<file path="src/rtl/uart_tx_arbiter_if.sv">
// Requester/UART bundle for uart_tx_arbiter.
// master: the requesters and UART transmitter side (drives bytes and tx_busy).
// slave : the arbiter itself.
interface uart_tx_arbiter_if #(
    parameter int NREQ = 4
);
    logic [NREQ-1:0]   req_valid;
    logic [8*NREQ-1:0] req_data;
    logic [NREQ-1:0]   req_last;
    logic [NREQ-1:0]   req_ready;
    logic [NREQ-1:0]   grant;
    logic [7:0]        tx_data;
    logic              tx_send;
    logic              tx_busy;
    logic              abort;

    modport master (
        output req_valid, req_data, req_last, tx_busy,
        input  req_ready, grant, tx_data, tx_send, abort
    );

    modport slave (
        input  req_valid, req_data, req_last, tx_busy,
        output req_ready, grant, tx_data, tx_send, abort
    );
endinterface

</file>
<file path="src/rtl/uart_tx_arbiter.sv">
// Round-robin arbiter feeding NREQ byte streams into one UART transmitter.
// A winner keeps the grant for a whole message (up to and including the byte
// flagged req_last). Each byte goes through FETCH -> SEND -> DRAIN.
// Optional build macro UART_ARB_TIMEOUT_EN: abandon a message (pulse abort)
// when the owner leaves req_valid low for TIMEOUT_CYCLES consecutive FETCH
// cycles. Without it FETCH waits forever and abort is tied low.
module uart_tx_arbiter #(
    parameter int NREQ           = 4,
    parameter int TIMEOUT_CYCLES = 1_000_000
) (
    input  logic             clk,
    input  logic             rst_n,
    uart_tx_arbiter_if.slave bus
);
    localparam int PW = (NREQ > 1) ? $clog2(NREQ) : 1;

    typedef enum logic [1:0] {IDLE, FETCH, SEND, DRAIN} state_t;

    // Reject configurations outside the supported range at elaboration.
    if ((NREQ < 1) || (NREQ > 8) || (TIMEOUT_CYCLES < 1)) begin : g_bad_cfg
        $error("uart_tx_arbiter: NREQ must be 1..8 and TIMEOUT_CYCLES >= 1");
    end

    state_t            state_q, state_d;
    logic [NREQ-1:0]   grant_q, grant_d;
    logic [PW-1:0]     ptr_q, ptr_d;       // last message winner
    logic [7:0]        tx_data_q, tx_data_d;
    logic              tx_send_q, tx_send_d;
    logic              last_q, last_d;     // current byte ends the message

    logic              pick_found;
    logic [PW-1:0]     pick_idx;
    logic [PW-1:0]     cand;

    logic              sel_valid;
    logic              sel_last;
    logic [7:0]        sel_data;
    logic [PW-1:0]     win_idx;

`ifdef UART_ARB_TIMEOUT_EN
    localparam int CW = $clog2(TIMEOUT_CYCLES + 1);
    logic [CW-1:0]     stall_q, stall_d;
    logic              abort_q, abort_d;
`endif

    // Round-robin search starting one past the previous winner.
    always_comb begin
        pick_found = 1'b0;
        pick_idx   = '0;
        cand       = '0;
        for (int k = 1; k <= NREQ; k++) begin
            cand = PW'((int'(ptr_q) + k) % NREQ);
            if (!pick_found && bus.req_valid[cand]) begin
                pick_found = 1'b1;
                pick_idx   = cand;
            end
        end
    end

    // Route the granted requester's byte/valid/last, and recover its index.
    always_comb begin
        sel_valid = 1'b0;
        sel_last  = 1'b0;
        sel_data  = '0;
        win_idx   = '0;
        for (int i = 0; i < NREQ; i++) begin
            if (grant_q[i]) begin
                sel_valid = bus.req_valid[i];
                sel_last  = bus.req_last[i];
                sel_data  = bus.req_data[8*i +: 8];
                win_idx   = PW'(i);
            end
        end
    end

    // Next-state logic for the message/byte sequencer.
    always_comb begin
        state_d   = state_q;
        grant_d   = grant_q;
        ptr_d     = ptr_q;
        tx_data_d = tx_data_q;
        tx_send_d = tx_send_q;
        last_d    = last_q;
`ifdef UART_ARB_TIMEOUT_EN
        stall_d   = stall_q;
        abort_d   = 1'b0;
`endif
        case (state_q)
            IDLE: begin
                grant_d = '0;
                // tx_busy gate also protects a byte still in flight after reset
                if (pick_found && !bus.tx_busy) begin
                    for (int i = 0; i < NREQ; i++) begin
                        grant_d[i] = (pick_idx == PW'(i));
                    end
                    state_d = FETCH;
`ifdef UART_ARB_TIMEOUT_EN
                    stall_d = '0;
`endif
                end
            end
            FETCH: begin
                if (sel_valid) begin
                    tx_data_d = sel_data;
                    tx_send_d = 1'b1;
                    last_d    = sel_last;
                    state_d   = SEND;
`ifdef UART_ARB_TIMEOUT_EN
                    stall_d   = '0;
                end else if (stall_q == CW'(TIMEOUT_CYCLES - 1)) begin
                    // owner went quiet mid-message: drop it, rotate past it
                    abort_d = 1'b1;
                    ptr_d   = win_idx;
                    grant_d = '0;
                    state_d = IDLE;
                    stall_d = '0;
                end else begin
                    stall_d = stall_q + 1'b1;
`endif
                end
            end
            SEND: begin
                if (bus.tx_busy) begin
                    tx_send_d = 1'b0;
                    state_d   = DRAIN;
                end
            end
            DRAIN: begin
                if (!bus.tx_busy) begin
                    if (last_q) begin
                        state_d = IDLE;
                        grant_d = '0;
                        ptr_d   = win_idx;
                    end else begin
                        state_d = FETCH;
`ifdef UART_ARB_TIMEOUT_EN
                        stall_d = '0;
`endif
                    end
                end
            end
            default: begin
                state_d = IDLE;
                grant_d = '0;
            end
        endcase
    end

    // Sequencer registers; reset leaves requester 0 with first priority.
    always_ff @(posedge clk or negedge rst_n) begin
        if (!rst_n) begin
            state_q   <= IDLE;
            grant_q   <= '0;
            ptr_q     <= PW'(NREQ - 1);
            tx_data_q <= '0;
            tx_send_q <= 1'b0;
            last_q    <= 1'b0;
        end else begin
            state_q   <= state_d;
            grant_q   <= grant_d;
            ptr_q     <= ptr_d;
            tx_data_q <= tx_data_d;
            tx_send_q <= tx_send_d;
            last_q    <= last_d;
        end
    end

`ifdef UART_ARB_TIMEOUT_EN
    // Stall counter and abort pulse register.
    always_ff @(posedge clk or negedge rst_n) begin
        if (!rst_n) begin
            stall_q <= '0;
            abort_q <= 1'b0;
        end else begin
            stall_q <= stall_d;
            abort_q <= abort_d;
        end
    end

    assign bus.abort = abort_q;
`else
    assign bus.abort = 1'b0;
`endif

    assign bus.req_ready = (state_q == FETCH) ? grant_q : '0;
    assign bus.grant     = grant_q;
    assign bus.tx_data   = tx_data_q;
    assign bus.tx_send   = tx_send_q;

endmodule

</file>
<file path="src/flat_wrapper.sv">
// flat-port wrapper written by rule: the top's interface ports become plain ports
module uart_tx_arbiter_flat 
#(
    parameter int NREQ           = 4,
    parameter int TIMEOUT_CYCLES = 1_000_000
)
  (clk, rst_n, bus_req_valid, bus_req_data, bus_req_last, bus_tx_busy, bus_req_ready, bus_grant, bus_tx_data, bus_tx_send, bus_abort);
  uart_tx_arbiter_if #(.NREQ(NREQ)) bus_i ();
  input  logic clk;
  input  logic rst_n;
  input wire logic [$bits(bus_i.req_valid)-1:0] bus_req_valid;
  input wire logic [$bits(bus_i.req_data)-1:0] bus_req_data;
  input wire logic [$bits(bus_i.req_last)-1:0] bus_req_last;
  input wire logic [$bits(bus_i.tx_busy)-1:0] bus_tx_busy;
  output wire logic [$bits(bus_i.req_ready)-1:0] bus_req_ready;
  output wire logic [$bits(bus_i.grant)-1:0] bus_grant;
  output wire logic [$bits(bus_i.tx_data)-1:0] bus_tx_data;
  output wire logic [$bits(bus_i.tx_send)-1:0] bus_tx_send;
  output wire logic [$bits(bus_i.abort)-1:0] bus_abort;
  assign bus_i.req_valid = bus_req_valid;
  assign bus_i.req_data = bus_req_data;
  assign bus_i.req_last = bus_req_last;
  assign bus_i.tx_busy = bus_tx_busy;
  assign bus_req_ready = bus_i.req_ready;
  assign bus_grant = bus_i.grant;
  assign bus_tx_data = bus_i.tx_data;
  assign bus_tx_send = bus_i.tx_send;
  assign bus_abort = bus_i.abort;
  uart_tx_arbiter #(.NREQ(NREQ), .TIMEOUT_CYCLES(TIMEOUT_CYCLES)) u_core (.clk(clk), .rst_n(rst_n), .bus(bus_i));
endmodule
</file>
<file path="config.mk">
export PLATFORM = sky130hd
export DESIGN_NAME = uart_tx_arbiter_flat
export DESIGN_NICKNAME = d
export VERILOG_FILES = /design/src/rtl/uart_tx_arbiter_if.sv /design/src/rtl/uart_tx_arbiter.sv /design/src/flat_wrapper.sv
export SDC_FILE = /design/constraint.sdc
export NUM_CORES = 1
export LEC_CHECK = 0
export ABC_AREA = 1
export BUFFER_PORTS_ARGS = -buffer_cell sky130_fd_sc_hd__buf_2
export CORE_ASPECT_RATIO = 0.8
export CORE_MARGIN = 5
export CORE_UTILIZATION = 35
export DETAILED_ROUTE_END_ITERATION = 8
export GPL_ROUTABILITY_DRIVEN = 0
export PLACE_DENSITY = 0.61
export SYNTH_ARGS = -nofsm -noshare
export SYNTH_HDL_FRONTEND = slang
export SYNTH_SLANG_ARGS = --single-unit
</file>
<file path="constraint.sdc">
create_clock -name clk -period 2.4 [get_ports clk]
set_clock_uncertainty 0.15 [all_clocks]
set_input_delay 0.24 -clock clk [delete_from_list [all_inputs] [get_ports clk]]
set_output_delay 0.24 -clock clk [all_outputs]
set_load 0.01 [all_outputs]
</file>
==> summary.md, run 1 <==
| Metric | Value |
|---|---|
| Leakage power | 1.012 nW |
| Final setup vio count | 0 |
| Post-synth top area share | 0.2792 |
| Full die area | 5485 µm² |
| H-tree levels | 1 |
| Power per cell area | ~1200 nW/µm² |
| Global Route Usage Sum | 0.1478 |
| Nets | 314 |
| M2 GR Usage | 0.2195 |
| Ys flop type | dfrtp_1 |
| Seq cells post-synth | 18 |
| Worst-margin pin slew | around 0.52 ns |
| Minimum clock period | approximately 2.0 ns |
| WS Path Type | reg -> reg |
| Worst R2R Start | u_core.bus.grant[2] |
| Crit Path Max Fanout | 19 |
| Pint | between 1 and 1.5 mW |
| R2R depth | 7 |
| Largest net degree at the start of global routing | 20 |
| Hold wc startpoint | bus_tx_busy |
| CTS buffer count | 3 |
| Clock sink total | 18 |
| Top cells by count, synth | nand2_1 (80), inv_1 (18), dfrtp_1 (16), nor2_1 (15), nand3_1 (13) |
| Hold path cells | 4 |
| IO buf count | 59 |
| Largest area contributor in the netlist | dfrtp_1 |
| Setup_tns | 0 ns |
| Fillcell total | between 400 and 500 |
| Dpl ws | between 0.4 and 0.5 ns |
| Synth area leaders | dfrtp_1 (28%), nand2_1 (21%), a22o_1 (5.5%) |
| Worst setup SP type | flop |
| TritonCTS clock tree | built |
| Syn Nets | about 250 |
| Clock-pin slew on the worst setup and hold paths | 0.07 ns |
| Syn Area/Cell | roughly 7 µm² |
| Routed vias | between 1k and 1.5k |
| Post-Synthesis Cells | 207 |
| Initial antenna violation count | 0 |
| Worst vdd ir | approximately 0.00063 V |
| Clock tree buffer depth | 2 |
| Worst Hold Endpoint | u_core.bus.tx_send |
| Final hold viol count | 0 |
| Placed cell area | 1764 µm² |
| Arr. time, crit path | 2.03 ns |
| Net Switching | 1.095 mW |
| Grt met1 use | 0.2193 |
| Layout cell share with drive strength beyond 1 | 0.3195 |
| EDFF count, synth | 0 |
| Clock network power share | 0.115 |
| Core area | about 3900 µm² |
| Switching Share | 0.4913 |
| RSZ-0062 raised after global routing | no |
| Max-cap violation count | 0 |
| Achievable Freq | ~500 MHz |
| FF-to-FF End | u_core.bus.tx_data[2] |
| Vias in the first global route | between 1k and 1.5k |
| Yosys cell types | 30 |
| Tightest Hold Check Type | in -> reg |
| WP data required | between 2 and 2.5 ns |
| GRT overflow | 0 |
| Register area share after synthesis | 0.3159 |
| Final instance area | 1829 µm² |
| R2R Setup Slk | 0.39 ns |
| Final HPWL DP | 3045 µm |
| Met3 Track Usage GR | 0.03733 |
| Final wirelength | around 3900 µm |
| Vias per cell | 4.579 |
| Comb power frac | 0.609 |
| Ports | just over 60 |
| Post-synthesis async set-or-reset flop share | 1.000 |
| CTS root buf | clkbuf_8 |
| CP endpoint kind | flop |
| Die X | 81.56 µm |
| Site Rows | 20 |
| Later-pin clock latency in the skew report | 0.26 ns |
| Status | completed |
| Drt first pass iters | 4 |
| Synth-to-layout area growth | 27.57% |
| Die height | 67.25 µm |
| Slew Limit Fails | 0 |
| Warnings, synthesis | 0 |
| Most instantiated library cell after synthesis | nand2_1 |
| First-pass GRT wire length | between 6000 and 7000 µm |
| Setup repair bufs after CTS | 0 |
| Flop pwr share | 0.276 |
| Mapped Area | 1434 µm² |
| N_diodes | 0 |
| Remaining antenna violation count | 0 |
| DRC viols | 0 |
| Most Crowded Layer GR | met2 |
| Crit share post-route | 0.8360 |
| DRT iter0 DRCs | 62 |
| Avg WL per Cell | ~12 µm |
| Starting Density | 0.3697 |
| Min setup slack post-route | 0.3935 ns |
| Slew headroom | 0.6517 |
worst max-delay path: stages, from the launching register on:
cell and delay [ns]:
dfrtp_1 0.56, inv_2 0.15, nand2_4 0.07, nor2_8 0.17
a21boi_2 0.10, a21boi_4 0.46, nor2_1 0.08, a31oi_1 0.17
what timing repair did:
item / 4_1_cts / 5_1_grt
gates resized for setup: 0 / 0
hold buffers: 1 / 0
endpoints found under the setup margin: 0 / 0
endpoints found under the hold margin: 16 / 0
worst max path at each step:
stage | start | endpoint | cells after the start
global route | u_core.bus.grant[2] | u_core.bus.tx_data[7] | 7
detailed placement | u_core.bus.grant[2] | u_core.bus.tx_data[2] | 7
global placement | u_core.bus.grant[2] | u_core.bus.tx_send | 8
finish | u_core.bus.grant[2] | u_core.bus.tx_data[2] | 7
floorplan | u_core.ptr_q[0] | u_core.bus.grant[2] | 13
CTS | u_core.bus.grant[2] | u_core.bus.tx_data[2] | 7
cells in the final DEF, fill, tap and decap left out, types with 2 or more instances in the layout:
| master | instances |
|---|---|
| nor2_2 | 2 |
| nand3_1 | 13 |
| clkbuf_8 | 4 |
| inv_1 | 18 |
| a22oi_1 | 9 |
| inv_2 | 4 |
| buf_2 | 59 |
| nand2_1 | 80 |
| o21ai_0 | 3 |
| a22o_1 | 9 |
| a31oi_1 | 8 |
| nand2_2 | 5 |
| dfrtp_1 | 16 |
| dfstp_2 | 2 |
| ha_1 | 4 |
| nor2_1 | 15 |
power groups by stage:
stage                     clock (mW)  combinational (mW)  sequential, mW
final                          0.255                1.36           0.615
after detailed placement           0                1.37           0.619
after floorplan                    0                1.04           0.611
after CTS                      0.262                1.37           0.614
after global routing           0.275                1.58           0.642
after global placement             0                1.36           0.621
through the flow:
stage                     power [mW]  hold slack (ns)    util  cells
final                          2.229           0.1407  0.4716    321
after global routing           2.493           0.1722  0.4716    321
after CTS                      2.251           0.1434  0.4716    321
after detailed placement       1.985          0.05648  0.4548    316
after global placement         1.977          0.05060  0.4548    316
after floorplan                1.648          -0.2056       -    207
per-layer routing:
metal	routed length (µm)	up-vias
li1	-	789
met3	179	3
met5	0	-
met2	1703	37
met4	10	0
met1	1969	641
logic make-up (layout without fill, tap and decap cells):
family | Yosys count | in the layout | synth area share
and+or+nand+nor | 119 | 119 | 0.3613
AOI/OAI and AO/OA | 35 | 35 | 0.1920
buffers and inverters | 30 | 89 | 0.09336
DFF | 18 | 18 | 0.3159
adders and majority gates | 4 | 4 | 0.03491
other | 1 | 1 | 0.002615
registers in the layout, indices dropped and copies added (netlist names):
signal,cells
u_core.state_q,2
u_core.last_q,1
u_core.bus.grant,4
u_core.bus.tx_data,8
u_core.bus.tx_send,1
u_core.ptr_q,2
final cells by class:
type	count	area [µm²]	area share
inverters	24	92.59	0.05062
well taps	55	68.82	0.03762
clock buffers	4	55.05	0.03010
repair buffers	61	312.8	0.1710
multi-input cells	159	847.1	0.4631
flip-flops and latches	18	452.9	0.2476
No activity file was read; power rests on OpenSTA's default activity.
==> run 2: changes to the inputs <==
- PLACE_DENSITY: 0.61 -> 0.63
- clock period: 2.4 -> 1.7 ns (I/O delays scaled with it)
==> run 2 against run 1 <==
  * The run now ends with negative setup slack left
  * Via count increased by 9.9%
  * Cell count increased by 7.8%
  * Sequential share of layout area decreased by 4.5 points
  * Setup slack got worse by 0.45 ns
  * Fmax increased by 14%
  * Core utilization increased by 11 points
  * Non-clock buffer count increased by 25
  * Sequential power increased by 33%
  * Register-to-register slack got worse by 0.45 ns
  * Count of clock-buffer cells in the layout unchanged
  * Sequential cell count unchanged
  * Die area unchanged
  * Critical path type unchanged
==> summary.md, run 2 (synthesized netlist as in run 1, its figures left out) <==
| Metric | Value |
|---|---|
| Hold wc startpoint | bus_tx_busy |
| Remaining antenna violation count | 0 |
| CTS root buf | clkbuf_8 |
| Full die area | around 5500 µm² |
| CP max stage delay | 0.56 ns |
| Max-cap violation count | 0 |
| Fin Hold WS | between 0.07 and 0.08 ns |
| Starting Density | 0.3697 |
| Slew Limit Fails | 0 |
| Arr. time, crit path | 1.76 ns |
| Nets | about 340 |
| Site Rows | 20 |
| Net Switching | about 2 mW |
| Clock tree buffer depth | 2 |
| Crit share post-route | 1.035 |
| Largest register FFs | 8 |
| Final wirelength | 4465 µm |
| GRT overflow | 0 |
| Clock-pin slew on the worst setup and hold paths | 0.07 ns |
| Layout cell share with drive strength beyond 1 | 0.4880 |
| H-tree levels | 1 |
| Hold path cells | 4 |
| Worst vdd ir | 0.0009049 V |
| Die height | 67.25 µm |
| Ports | 61 |
| Most frequent cells in the layout | buf_2 (59), nand2_1 (57), buf_4 (20) |
| Die X | 81.56 µm |
| RSZ-0062 raised after global routing | yes |
| Placed cell area | approximately 1900 µm² |
| Final hold viol count | 0 |
| Synth-to-layout area growth | 56.46% |
| Largest net degree at the start of global routing | 20 |
| First-pass GRT wire length | ~6700 µm |
| Final instance area | ~2200 µm² |
| Tightest Hold Check Type | in -> reg |
| Crit-path slowest cell | dfstp_2 |
| Worst R2R Start | u_core.ptr_q[0] |
| DRT iter0 DRCs | 110 |
| FF-to-FF End | u_core.bus.grant[3] |
| Routed vias | approximately 1.6k |
| Failing checks | negative setup slack |
| IO buf count | 59 |
| Minimum clock period | 1.759 ns |
| Achievable Freq | between 500 and 600 MHz |
| Final setup vio count | 6 |
| Vias per cell | 4.671 |
| Vias in the first global route | 1434 |
| Global Route Usage Sum | 0.1532 |
| Comb power frac | 0.715 |
| CP most frequent cell | nand2_4 |
| Power per cell area | 1833 nW/µm² |
| CP endpoint kind | flop |
| Leakage power | 1.186 nW |
| Drt first pass iters | 5 |
| DRC viols | 0 |
| Final HPWL DP | approximately 3200 µm |
| WP data required | 1.70 ns |
| Min setup slack post-route | -0.05872 ns |
| Core Util, Final | 0.5784 |
| Core area | 3879 µm² |
| Status | finished, violations left |
| Flop pwr share | 0.200 |
| N_diodes | 0 |
| R2R Setup Slk | -0.06 ns |
| Initial antenna violation count | 0 |
| Crit Path Max Fanout | 8 |
| Pint | between 2 and 2.5 mW |
| Clock network power share | 0.086 |
| CP Cell Sequence | buf_12 > inv_8 > nand2_4 > nand2_4 > nand2_4 > nand2_4 > nor2_4 > nand3_2 > nand3_4 > nor2_2 > nand2_1 > nand2_1 |
| TritonCTS clock tree | built |
| R2R depth | 12 |
| Worst Hold Endpoint | u_core.bus.tx_send |
| Avg WL per Cell | ~13 µm |
| Later-pin clock latency in the skew report | 0.26 ns |
| Clock sink total | 18 |
| Switching Share | 0.4750 |
| Worst setup SP type | flop |
| Most common library cell in the layout ignoring fill and taps | buf_2 |
| WS Path Type | reg -> reg |
| CTS buffer count | 3 |
==> run 2: changes by cell type in the layout (fill, tap and decap cells not counted), sizes merged <==
cell    previous run  this run
buf               60        83
clkbuf             4         6
==> run 2: repair_timing <==
action / in CTS / in global routing
pin swaps: 12 / 15
hold buffers: 1 / 0
gates cloned: 0 / 2
resized for setup: 10 / 42
setup endpoints to repair: 6 / 12
buffers inserted: 5 / 6
endpoints found under the hold margin: 16 / 0
==> run 2: layout make-up <==
class,count,area (µm²)
multi-input cells,159,999.7
inverters,24,97.59
well taps,55,68.82
fillers,358,1635
repair buffers,86,568.0
clock buffers,4,55.05
flip-flops and latches,18,454.2
==> run 2: per-stage QoR <==
| step | setup slack [ns] | TNS (ns) | total power, mW | cells |
|---|---|---|---|---|
| floorplan | 0.07323 | 0 | 2.327 | 207 |
| global placement | -0.08367 | -0.3794 | 3.002 | 328 |
| detailed placement | -0.09746 | -0.4391 | 3.006 | 328 |
| CTS | -0.06755 | -0.3175 | 3.577 | 338 |
| global route | -0.1748 | -1.349 | 4.506 | 346 |
| finish | -0.05872 | -0.3217 | 4.113 | 346 |
==> run 2: power groups by stage <==
stage	Clock [mW]	Sequential [mW]	Combinational (mW)
after floorplan	0	0.863	1.46
after global placement	0	0.850	2.15
after detailed placement	0	0.858	2.15
after CTS	0.357	0.820	2.40
after global routing	0.391	0.852	3.26
final	0.352	0.821	2.94
==> run 2: critical path, delay by kind of cell, from the launching register on <==
family / cells / cell delay [ns]
and+or+nand+nor: 10 / 0.75
buffers and inverters: 2 / 0.18
DFF: 1 / 0.56
==> run 2: layer usage <==
| layer | part of all wire | track usage | wire length, µm | vias to the layer above |
|---|---|---|---|---|
| met5 | 0 | 0 | 0 | - |
| met4 | 0.0060 | 0.02321 | 27 | 0 |
| met3 | 0.040 | 0.03333 | 179 | 4 |
| met2 | 0.48 | 0.2337 | 2139 | 34 |
| met1 | 0.47 | 0.2239 | 2119 | 734 |
| li1 | - | - | - | 844 |
==> run 2: worst max-delay path by stage <==
stage                    start                   to  slack [ns]  cells past startpoint
2_1_floorplan  u_core.ptr_q[0]  u_core.bus.grant[2]        0.07                     13
6_report       u_core.ptr_q[0]  u_core.bus.grant[3]       -0.06                     12
4_1_cts        u_core.ptr_q[0]  u_core.bus.grant[2]       -0.07                     13
3_3_place_gp   u_core.ptr_q[0]  u_core.bus.grant[2]       -0.08                     12
3_5_place_dp   u_core.ptr_q[0]  u_core.bus.grant[3]        -0.1                     12
5_1_grt        u_core.ptr_q[0]    u_core.state_q[1]       -0.17                     13
==> run 3: changes to the inputs <==
- ABC_AREA: 1 -> 0
- CORE_MARGIN: 5 -> 4
- PLACE_DENSITY: 0.63 -> 0.65
==> run 3 against run 2 <==
  * The flow still finishes with violations (negative setup slack)
  * Setup slack worse by 0.16 ns
  * First-iteration DRC count decreased by 29%
  * Register-to-register slack lost 0.16 ns
  * Clock power barely moved
  * Sequential share of layout area rose by 2.2 points
==> summary.md, run 3 <==
| Metric | Value |
|---|---|
| First-pass GRT wire length | 6044 µm |
| Synth-to-layout area growth | 65.04% |
| Avg WL per Cell | 16.37 µm |
| Clock tree buffer depth | 2 |
| H-tree levels | 1 |
| Full die area | 4524 µm² |
| Warnings, synthesis | 0 |
| Failing checks | negative setup slack |
| Register area | around 450 µm² |
| Ys flop type | dfrtp_1 |
| Fin Hold WS | 0.03681 ns |
| Layout cell share with drive strength beyond 1 | 0.6171 |
| Vias in the first global route | between 1k and 1.5k |
| Largest area contributor in the netlist | dfrtp_1 |
| Global Route Usage Sum | 0.1757 |
| Nets | 270 |
| Post-synthesis async set-or-reset flop share | 1.000 |
| Largest net degree at the start of global routing | 24 |
| Seq cells post-synth | 18 |
| Arr. time, crit path | 1.92 ns |
| Core area | between 3000 and 4000 µm² |
| Leakage power | 0.9624 nW |
| RSZ-0062 raised after global routing | yes |
| Multi-input gate area | 858.3 µm² |
| Initial antenna violation count | 0 |
| Clock sink total | 18 |
| Crit share post-route | 1.130 |
| GRT overflow | 0 |
| Synth area leaders | dfrtp_1 (33%), a221oi_1 (7.1%), o21ai_0 (6.1%) |
| Mapped Area | ~1200 µm² |
| Max-cap violation count | 0 |
| DRC viols | 0 |
| Most instantiated library cell after synthesis | nand2_1 |
| Worst vdd ir | 0.0003957 V |
| EDFF count, synth | 0 |
| CTS root buf | clkbuf_8 |
| Die height | a little over 60 µm |
| Slew Limit Fails | 0 |
| Final setup vio count | 13 |
| Routed vias | ~1.4k |
| Tightest Hold Check Type | in -> reg |
| Syn Area/Cell | about 9 µm² |
| WS Path Type | reg -> reg |
| Vias per cell | 5.263 |
| WP data required | about 1.7 ns |
| Syn Nets | 184 |
| Worst setup SP type | flop |
| R2R Setup Slk | -0.22 ns |
| Dpl ws | -0.3073 ns |
| Minimum clock period | 1.921 ns |
| TritonCTS clock tree | built |
| Die X | ~74 µm |
| Clock-pin slew on the worst setup and hold paths | 0.07 ns |
| Top cells by count, synth | nand2_1 (17), dfrtp_1 (16), o21ai_0 (15), nor2_1 (13), a221oi_1 (10) |
| N_diodes | 0 |
| DRT iter0 DRCs | between 70 and 80 |
| Final HPWL DP | between 2000 and 3000 µm |
| Remaining antenna violation count | 0 |
| Final hold viol count | 0 |
| Most common library cell in the layout ignoring fill and taps | buf_2 |
| Setup_tns | -1.167 ns |
| Fillcell total | 261 |
| Final wirelength | 4288 µm |
| Most frequent cells in the layout | buf_2 (55), buf_4 (23), dfrtp_1 (15) |
| Status | finished, violations left |
| Register area share after synthesis | 0.3690 |
| Drt first pass iters | 4 |
| Power per cell area | 432.1 nW/µm² |
| IO buf count | 59 |
| Crit Path Max Fanout | 5 |
| Later-pin clock latency in the skew report | 0.25 ns |
| Starting Density | 0.3811 |
| Site Rows | 18 |
| Yosys cell types | 38 |
| Ports | 61 |
| Achievable Freq | 520.5 MHz |
| Post-synth top area share | 0.3262 |
| Final Power | 875.3 µW |
| CP endpoint kind | flop |
| Post-Synthesis Cells | 137 |
| Min setup slack post-route | -0.2212 ns |
| CTS buffer count | 3 |
| Largest register FFs | 8 |
==> run 3: cell types whose count changed after synthesis, sizes merged, moves of 3 or more <==
cell / previous run / this run
nand3: 14 / 1
nor2b: 0 / 3
a31oi: 9 / 1
a221oi: 0 / 10
nand2: 86 / 17
o21ai: 4 / 17
inv: 23 / 6
nand2b: 0 / 3
nor2: 19 / 13
clkbuf: 2 / 5
and2: 0 / 5
a22o: 9 / 0
==> run 3: cell type report <==
cell class / count / share of cell area
clock buffers: 4 / 0.02718
multi-input cells: 104 / 0.4237
flip-flops and latches: 18 / 0.2242
well taps: 40 / 0.02471
repair buffers: 90 / 0.2891
inverters: 6 / 0.01112
==> run 3: logic make-up after synthesis <==
family                   Yosys count  synth area share
AO/OA/AOI/OAI                     47            0.2844
adder cells (fa/ha/maj)            4           0.04078
buffers and inverters             15           0.06728
flip-flops                        18            0.3690
multiplexers                       2           0.02038
other                              1          0.003055
AND/OR/NAND/NOR                   50            0.2151
==> run 3: path summary, 6_finish.rpt <==
kind | endpoint | startpoint | depth (start not counted)
max | u_core.state_q[1] | u_core.state_q[1] | 6
min | u_core.bus.tx_data[5] | bus_req_data[5] | 3
max reg2reg | u_core.state_q[1] | u_core.state_q[1] | 6
min reg2reg | u_core.bus.tx_data[5] | u_core.bus.tx_data[5] | 2
max in group asynchronous | u_core.ptr_q[1] | rst_n | 2
min in group asynchronous | u_core.bus.tx_data[2] | rst_n | 2
==> run 3: what timing repair did <==
| item | 4_1_cts | 5_1_grt |
|---|---|---|
| buffers inserted | 3 | 2 |
| endpoints found under the setup margin | 19 | 20 |
| resized for setup | 18 | 47 |
| gates cloned | 0 | 3 |
| hold buffers | 1 | 0 |
| endpoints found under the hold margin | 16 | 0 |
| pin swaps | 8 | 17 |
==> run 3: routing by layer <==
metal	part of all wire	wire, µm	GRT usage	vias to the layer above
li1	-	-	-	674
met1	0.40	1713	0.2131	667
met2	0.55	2350	0.3169	32
met3	0.032	139	0.03311	6
met4	0.020	85	0.05584	0
met5	0	0	0	-
==> run 3: report_power, final <==
group	total [mW]	leakage (nW)	switching (mW)	internal, mW
Combinational	0.0922	0.696	0.0459	0.0463
Clock	0.355	0.0288	0.149	0.206
Sequential	0.428	0.237	0	0.428
==> run 3: worst max-delay path, cell delays in order (launching register included) <==
cell and delay (ns):
dfrtp_2 0.46, ha_4 0.18, nor2b_4 0.11, a221o_1 0.28
a21oi_2 0.16, and2_4 0.18, mux2_4 0.29
==> run 3: stage by stage <==
step | util | cell area (µm²) | instances
3_5_place_dp | 0.5210 | 1678 | 249
2_1_floorplan | - | 1229 | 137
4_1_cts | 0.5695 | 1834 | 257
3_3_place_gp | 0.5210 | 1678 | 249
6_report | 0.6290 | 2026 | 262
5_1_grt | 0.6290 | 2026 | 262
